### config.mk
export PLATFORM = sky130hd
export DESIGN_NAME = bram_write_arbiter
export DESIGN_NICKNAME = d
export VERILOG_FILES = /design/src/rtl/bram_write_arbiter.sv
export SDC_FILE = /design/constraint.sdc
export NUM_CORES = 1
export LEC_CHECK = 0
export CORE_ASPECT_RATIO = 2
export CORE_MARGIN = 5
export CORE_UTILIZATION = 35
export CTS_BUF_LIST = sky130_fd_sc_hd__clkbuf_8
export CTS_CLUSTER_SIZE = 24
export DETAILED_ROUTE_END_ITERATION = 8
export GPL_TIMING_DRIVEN = 0
export HOLD_SLACK_MARGIN = 0.08
export PLACE_DENSITY_LB_ADDON = 0.05
export SLEW_MARGIN = 30
export SYNTH_ARGS = -nofsm -noshare
export SYNTH_HDL_FRONTEND = slang
export SYNTH_SLANG_ARGS = --single-unit
### constraint.sdc
create_clock -name clka -period 4.1 [get_ports clka]
set_input_delay 0.82 -clock clka [delete_from_list [all_inputs] [get_ports clka]]
set_output_delay 0.82 -clock clka [all_outputs]
set_load 0.1 [all_outputs]
### src/rtl/bram_write_arbiter.sv
// Round-robin arbiter sharing the clka write port of the frame RAM among 2**REQ_W producers.
// Each producer owns one equal region; writes are issued one cycle after the handshake.
module bram_write_arbiter #(
  parameter int unsigned REQ_W     = 2,
  parameter int unsigned ADDR_W    = 12,
  parameter int unsigned RAM_WIDTH = 16,
  parameter int unsigned MAX_BURST = 16,
  localparam int unsigned NUM_REQ  = 1 << REQ_W
) (
  input  logic                           clka,
  input  logic                           rstb,
  input  logic [NUM_REQ-1:0]             req_valid,
  input  logic [NUM_REQ*RAM_WIDTH-1:0]   req_data,
  input  logic [NUM_REQ-1:0]             req_last,
  output logic [NUM_REQ-1:0]             req_ready,
  output logic [ADDR_W-1:0]              addra,
  output logic [RAM_WIDTH-1:0]           dina,
  output logic                           wea,
  output logic [NUM_REQ-1:0]             frame_done,
  output logic [NUM_REQ-1:0]             region_wrap,
  output logic                           busy,
  output logic [REQ_W-1:0]               grant_id
);

  localparam int unsigned PTR_W = ADDR_W - REQ_W;
  localparam int unsigned CNT_W = (MAX_BURST > 1) ? $clog2(MAX_BURST) : 1;

  typedef enum logic {StIdle, StBurst} state_e;

  state_e                 state_q, state_d;
  logic [REQ_W-1:0]       grant_q, grant_d;
  logic [REQ_W-1:0]       last_grant_q, last_grant_d;
  logic [CNT_W-1:0]       beat_cnt_q, beat_cnt_d;
  logic [PTR_W-1:0]       ptr_q [NUM_REQ];
  logic [PTR_W-1:0]       ptr_d [NUM_REQ];
  logic                   wea_q, wea_d;
  logic [ADDR_W-1:0]      addra_q, addra_d;
  logic [RAM_WIDTH-1:0]   dina_q, dina_d;
  logic [NUM_REQ-1:0]     frame_done_q, frame_done_d;
  logic [NUM_REQ-1:0]     region_wrap_q, region_wrap_d;

  // Ready depends only on state and reset so the producer never sees a valid->ready loop.
  always_comb begin
    req_ready = '0;
    if (state_q == StBurst && !rstb) begin
      req_ready[grant_q] = 1'b1;
    end
  end

  always_comb begin
    logic             found;
    logic [REQ_W-1:0] cand;
    logic             finish;

    state_d       = state_q;
    grant_d       = grant_q;
    last_grant_d  = last_grant_q;
    beat_cnt_d    = beat_cnt_q;
    ptr_d         = ptr_q;
    wea_d         = 1'b0;
    addra_d       = addra_q;
    dina_d        = dina_q;
    frame_done_d  = '0;
    region_wrap_d = '0;
    found         = 1'b0;
    cand          = '0;
    finish        = 1'b0;

    unique case (state_q)
      StIdle: begin
        // k == NUM_REQ truncates to zero, giving last_grant itself the lowest priority.
        for (int unsigned k = 1; k <= NUM_REQ; k++) begin
          cand = last_grant_q + REQ_W'(k);
          if (!found && req_valid[cand]) begin
            found   = 1'b1;
            grant_d = cand;
          end
        end
        if (found) begin
          beat_cnt_d = '0;
          state_d    = StBurst;
        end
      end
      StBurst: begin
        if (req_valid[grant_q]) begin
          wea_d      = 1'b1;
          addra_d    = {grant_q, ptr_q[grant_q]};
          dina_d     = req_data[grant_q*RAM_WIDTH +: RAM_WIDTH];
          beat_cnt_d = beat_cnt_q + 1'b1;
          if (req_last[grant_q]) begin
            ptr_d[grant_q]        = '0;
            frame_done_d[grant_q] = 1'b1;
            finish                = 1'b1;
          end else if (&ptr_q[grant_q]) begin
            ptr_d[grant_q]         = '0;
            region_wrap_d[grant_q] = 1'b1;
          end else begin
            ptr_d[grant_q] = ptr_q[grant_q] + 1'b1;
          end
          if (beat_cnt_q == CNT_W'(MAX_BURST - 1)) begin
            finish = 1'b1;
          end
        end else begin
          finish = 1'b1;
        end
        if (finish) begin
          last_grant_d = grant_q;
          state_d      = StIdle;
        end
      end
      default: state_d = StIdle;
    endcase
  end

  always_ff @(posedge clka) begin
    if (rstb) begin
      state_q       <= StIdle;
      grant_q       <= '0;
      last_grant_q  <= REQ_W'(NUM_REQ - 1);
      beat_cnt_q    <= '0;
      for (int i = 0; i < NUM_REQ; i++) begin
        ptr_q[i] <= '0;
      end
      wea_q         <= 1'b0;
      addra_q       <= '0;
      dina_q        <= '0;
      frame_done_q  <= '0;
      region_wrap_q <= '0;
    end else begin
      state_q       <= state_d;
      grant_q       <= grant_d;
      last_grant_q  <= last_grant_d;
      beat_cnt_q    <= beat_cnt_d;
      ptr_q         <= ptr_d;
      wea_q         <= wea_d;
      addra_q       <= addra_d;
      dina_q        <= dina_d;
      frame_done_q  <= frame_done_d;
      region_wrap_q <= region_wrap_d;
    end
  end

  assign wea         = wea_q;
  assign addra       = addra_q;
  assign dina        = dina_q;
  assign frame_done  = frame_done_q;
  assign region_wrap = region_wrap_q;
  assign busy        = (state_q == StBurst);
  assign grant_id    = grant_q;

endmodule

==> flow_summary.ini, run 1 <==
[pwr]
clock_network_fraction_of_total_power_pct = 34.1
seq_power_share_pct = 41.0
p_sw_share_pct = 31.1
reported_net_switching_power_mw = 0.660
peakVddDrop_mv = 0.240
finalPower_mw = 2.12
cellPowerDensity_nw_per_um2 = 363
cell_internal_pwr_mw = 1.46
power.leakage_nw = 1.96
combPwrFrac_pct = 24.9

[floorplanning]
die_x_um = 87.7
design.core.area_um2 = 11800
die_height_um = 165
initial_core_util_pct = 35.9
boundaryPins = 118
num_rows = 56
die-area_um2 = 14500

[final_layout]
final_net_count = 664
post_layout_nonfiller_instances = 738
post-route-cell-area_um2 = 5840
post_route_cells_drive_above_1_share_pct = 10.5
diodes = 0
signed_area_change_from_the_synthesized_netlist_to_the_final_layout_pct = 38.0

[sta]
max_slew_vio_count = 0
clock_skew_ns = 0.00885
worst_setup_slack_final_ns = 0.302
relSlewSlack_pct = 32.2
clock.fmax_ghz = 0.263
timing.final.crit_period_ns = 3.80
setup_repair_after_global_routing_missed_its_margin = false
finalHoldViolations = 0
worst_hold_slack_ns = 0.457
post-route-period-util_pct = 92.6
worst-slew-pin-transition_ns = 1.01
setup_viol = 0

[synthesis]
post-synth-top-area-fraction_pct = 40.7
synth_edf_count = 0
yosys-top-cells-area = dfxtp_1 (41%), mux4_2 (12%), nand2_1 (8.5%), a21oi_1 (6.2%), mux4_1 (3.1%)
netlist_instances = 460
post_synth.cell_area_avg_um2 = 9.19
synthesis.area_um2 = 4230
netlist_top_cells_count = nand2_1 (96), dfxtp_1 (86), a21oi_1 (52), clkbuf_1 (24), mux4_2 (23)
synth_seq_cells = 86
yosysMostFrequentCell = nand2_1
yosys_warnings = 0
synth.net_count = 536
seq_area_frac_synth_pct = 40.7
async_reset_ff_share_pct = 0
synth.distinct_cells = 53
synthFlopType = dfxtp_1
synthDominantAreaCellType = dfxtp_1

[placement]
postPlaceCellArea_um2 = 5590
port_buffers = 117
hpwl_after_dpl_mm = 11.6
finalWeightedCongestion = 0.967
placedCellCount = 722
pre_cts_ws_ns = -0.157

[run]
drv_cap = 0

[global_routing]
grt_first_pass_wirelength_mm = 21.9
maximum_number_of_pins_on_one_net_before_global_route_repair = 16
antenna_found_initial = 0
total_congestion_overflow_after_global_routing = 0
track_usage_pct = 20.1
grt_pass1_vias = 4163

[setup_path]
cp_max_fo = 10
max_stage_delay_ns = 0.87
worstPathRequired_ns = 3.28
critPathArrivalTime_ns = 2.98
worst_setup_path_start_kind = register
critical_path.n_buffers_inverters = 4
cp-end-kind = output port
crit_type = reg -> out
worstPathCellList = buf_2, buf_4, clkbuf_1, nand2_1, nor2_1, dlygate4sd2_1
critical_path.slowest_cell = dlygate4sd2_1
cpLargestDelayFamily = buffers and inverters

[clock_network]
clock_latency_ns = 0.37
clock-root-buffer = clkbuf_8
numClockSinks = 86
clk_transition_reported_paths_ns = 0.08
postCtsSetupRepairBufs = 0
tritoncts.num_buffers = 9
clock_tree.htree_level_count = 3
cts_tree = built
clock_tree.buffer_depth = 2

[drt]
drtPass1Iterations = 5
totalWireLength_mm = 14.4
drcViolationCount = 0
wire_per_inst_um = 19.5
drt_first_iter_violations = 179
post_drt_via_cell_ratio = 5.43
antenna_violating_nets_left = 0
detailroute.via_count = 4011

[status]
outcome = finished, final reports clean

[worst_hold_path]
min_path_type = reg -> reg
## tightest hold or removal path: stages (launching register included)
cell and delay (ns):
dfxtp_1 0.31, nand2_1 0.05, a21oi_1 0.05
## repair_timing
action	4_1_cts	5_1_grt
hold buffers	0	0
gates resized for setup	5	3
setup endpoints to repair	3	2
## through the flow
stage          utilization (%)  TNS (ns)
2_1_floorplan                -         0
6_report                  49.6         0
3_3_place_gp              47.5    -0.109
5_1_grt                   49.6         0
3_5_place_dp              47.5    -0.157
4_1_cts                   49.6         0
## placed cells by master, fill, tap and decap left out, types with 3 or more instances in the layout
cell type        netlist  layout
mux4_2                23      23
buf_2                  7       7
nand3_1               13      13
a21oi_1               52      52
mux2_2                 3       3
nand2_1               96      96
mux4_1                 5       5
nor2_1                21      20
or4_1                  5       5
nor4_1                 5       5
nor3_1                 7       6
inv_1                 10      10
clkbuf_8               0       9
o21a_1                 3       3
xor2_1                 5       5
dfxtp_1               86      86
o21ai_0               16      16
xnor2_1                3       3
nand4_1                5       5
clkdlybuf4s50_1        0     113
clkbuf_1              24      23
o31ai_1                8       8
or3_1                  6       6
bufinv_16              0       3
nand3b_1              17      17
## layout make-up
type	count	area, um^2
clock buffer	9	124
tap	145	181
sequential	86	1720
multi-input combinational	330	2320
buffer	34	160
timing repair buffer	117	1170
fill	1148	5930
clock inverter	7	123
inverter	10	37.5
## worst paths after layout
check,startpoint,slack [ns],depth (start not counted),end
worst max-delay path,grant_id[1],0.30,6,req_ready[2]
worst min-delay path,dina[3],0.46,2,dina[3]
worst max register to register,grant_id[1],1.34,8,ptr_q[17]
worst min register to register,dina[3],0.46,2,dina[3]
## per-layer routing
metal / part of all wire (%) / wire (um) / track usage (%)
met5: 0 / 0 / 0
met4: 3.6 / 525 / 11.2
met3: 6.7 / 968 / 3.77
met2: 55 / 7880 / 38.3
met1: 35 / 5030 / 19.6
## logic make-up (layout without fill, tap and decap cells)
family,count (synthesis),after routing,share of synthesized area (%)
XOR/XNOR,8,8,1.66
buffers and inverters,44,177,4.65
adder cells (fa/ha/maj),2,2,0.592
flip-flops,86,86,40.7
multiplexers,32,32,16.4
AO/OA/AOI/OAI,98,98,13.7
AND/OR/NAND/NOR,190,190,22.3
## flip-flops by register name, summed over array words and instances (netlist names)
signal        flops
frame_done        4
region_wrap       4
ptr_q            40
last_grant_q      2
wea               1
dina             16
grant_id          2
busy              1
beat_cnt_q        4
addra            12
## power groups by stage
stage	logic, mW	registers, mW	clock network, mW
6_report	0.527	0.870	0.723
3_3_place_gp	0.528	0.888	0
2_1_floorplan	0.221	1.01	0
3_5_place_dp	0.530	0.890	0
4_1_cts	0.531	0.870	0.741
5_1_grt	0.559	0.873	0.770
Power figures use the tool's default switching activity.
==> run 2: changes to the inputs <==
--- a/config.mk
+++ b/config.mk
@@ -6,7 +6,6 @@
 export NUM_CORES = 1
 export LEC_CHECK = 0
 export CORE_ASPECT_RATIO = 2
-export CORE_MARGIN = 5
 export CORE_UTILIZATION = 35
 export CTS_BUF_LIST = sky130_fd_sc_hd__clkbuf_8
 export CTS_CLUSTER_SIZE = 24
==> run 2 against run 1 <==
Flip-flop and latch count is the same; power shrank 8.9%; routed wire length shrank 3.1%; hold slack lost 0.0011 ns; die area shrank 14%; global-route usage grew 2.5 points.
==> flow_summary.ini, run 2 (synthesis gave the netlist of run 1 again) <==
[setup_path]
worst_setup_path_start_kind = register
cp-end-kind = output port
critical_path.slowest_cell = clkdlybuf4s50_1
crit_type = reg -> out
cp_max_fo = 10
rrSetupSlack_ns = 1.24
cpLargestDelayFamily = buffers and inverters
critical_path.n_buffers_inverters = 4
worstPathRequired_ns = 3.28
max_stage_delay_ns = 1.15
worstPathCellList = buf_6, buf_8, clkbuf_1, nand2_1, nor2_1, clkdlybuf4s50_1
critPathArrivalTime_ns = 3.13

[sta]
worst-slew-pin-transition_ns = 1.01
setup_repair_after_global_routing_missed_its_margin = false
post-route-period-util_pct = 96.4
worst_setup_slack_final_ns = 0.148
clock.fmax_ghz = 0.253
setup_viol = 0
clock_skew_ns = 0.00908
finalHoldViolations = 0
max_slew_vio_count = 0
timing.final.crit_period_ns = 3.95
relSlewSlack_pct = 32.5

[final_layout]
final_core_utilization_pct = 48.9
signed_area_change_from_the_synthesized_netlist_to_the_final_layout_pct = 36.1
final_cell_mix = clkdlybuf4s50_1 (114), nand2_1 (96), dfxtp_1 (86)
largest_register_ff_count = 40
final_net_count = 664
diodes = 0
max_flop_register = ptr_q
fillerInstances = 1145
most_common_library_cell_in_the_layout_ignoring_fill_and_taps = clkdlybuf4s50_1
post_layout_nonfiller_instances = 738
post_route_cells_drive_above_1_share_pct = 10.1

[placement]
hpwl_after_dpl_mm = 11.1
placedCellCount = 722
pre_cts_ws_ns = -0.236
finalWeightedCongestion = 0.909
port_buffers = 117

[floorplanning]
initial_core_util_pct = 35.9
die_height_um = 157
num_rows = 56
die_x_um = 79.7
die-area_um2 = 12600
design.core.area_um2 = 11800
boundaryPins = 118

[pwr]
peakVddDrop_mv = 0.235
power.leakage_nw = 1.93
cellPowerDensity_nw_per_um2 = 335
finalPower_mw = 1.93

[worst_hold_path]
min_path_type = reg -> reg

[drt]
drcViolationCount = 0
totalWireLength_mm = 14.0
post_drt_via_cell_ratio = 5.46
antenna_violating_nets_left = 0
drtPass1Iterations = 5
wire_per_inst_um = 18.9
detailroute.via_count = 4028
drt_first_iter_violations = 236

[global_routing]
grt_pass1_vias = 4028
total_congestion_overflow_after_global_routing = 0
grt_first_pass_wirelength_mm = 21.0
track_usage_pct = 22.6
maximum_number_of_pins_on_one_net_before_global_route_repair = 14
antenna_found_initial = 0

[run]
drv_cap = 0

[clock_network]
clock_tree.htree_level_count = 3
clock_latency_ns = 0.37
clk_transition_reported_paths_ns = 0.09
tritoncts.num_buffers = 9
postCtsSetupRepairBufs = 0
numClockSinks = 86
clock-root-buffer = clkbuf_8
cts_tree = built
postCtsHoldBufs = 0
clock_tree.buffer_depth = 2

[status]
outcome = finished, final reports clean
==> run 2: changes by cell type in the layout (fill, tap and decap cells not counted), sizes merged <==
cell,delta
bufinv,-3
inv,+2
clkbuf,+1
clkdlybuf4s50,+1
clkinv,+1
clkinvlp,-1
dlymetal6s2s,-1
==> run 2: power breakdown <==
part           internal [mW]  switching (mW)
Sequential             0.857          0.0131
Clock                  0.229           0.305
Combinational          0.197           0.331
Total                   1.28           0.648
==> run 2: final cells by class <==
| cell class | count | area, um^2 | area share [%] |
|---|---|---|---|
| plain buffers | 34 | 160 | 2.78 |
| inverters | 10 | 37.5 | 0.652 |
| flip-flops and latches | 86 | 1720 | 29.9 |
| well taps | 145 | 181 | 3.15 |
| repair buffers | 117 | 1170 | 20.3 |
| clock inverters | 6 | 30.0 | 0.522 |
| multi-input cells | 330 | 2320 | 40.3 |
| clock buffers | 10 | 138 | 2.39 |
==> run 2: final timing paths <==
| kind | startpoint | end | cells past startpoint |
|---|---|---|---|
| hold reg to reg | dina[7] | dina[7] | 2 |
| setup / recovery | grant_id[0] | req_ready[1] | 6 |
| hold / removal | dina[7] | dina[7] | 2 |
| setup reg to reg | grant_id[1] | region_wrap[1] | 8 |
==> run 2: timing repair <==
action | 4_1_cts | 5_1_grt
endpoints found under the setup margin | 3 | 0
endpoints found under the hold margin | 0 | 0
resized for setup | 6 | 0
==> run 2: metal layers <==
layer	vias up	global-route usage [%]	part of all wire, %
met5	-	0	0
met4	0	11.3	3.5
met3	30	3.59	5.6
met2	144	43.9	55
met1	1935	22.2	36
li1	1919	-	-
==> run 2: worst register-to-register path, cell delays in order (launching register included) <==
cell     delay [ns]
dfxtp_1        0.34
buf_2          0.29
buf_4          0.26
mux4_2         0.32
ha_1           0.36
nand2_1        0.20
or3_1          0.40
buf_2          0.21
nor4_1         0.35
==> run 2: metrics by stage <==
| step | setup TNS, ns | hold WS [ns] | instance area [um^2] |
|---|---|---|---|
| after floorplan | 0 | 0.417 | 4240 |
| after global placement | -0.213 | 0.440 | 5590 |
| after detailed placement | -0.236 | 0.446 | 5590 |
| after CTS | 0 | 0.458 | 5760 |
| after global routing | 0 | 0.471 | 5760 |
| final | 0 | 0.456 | 5760 |
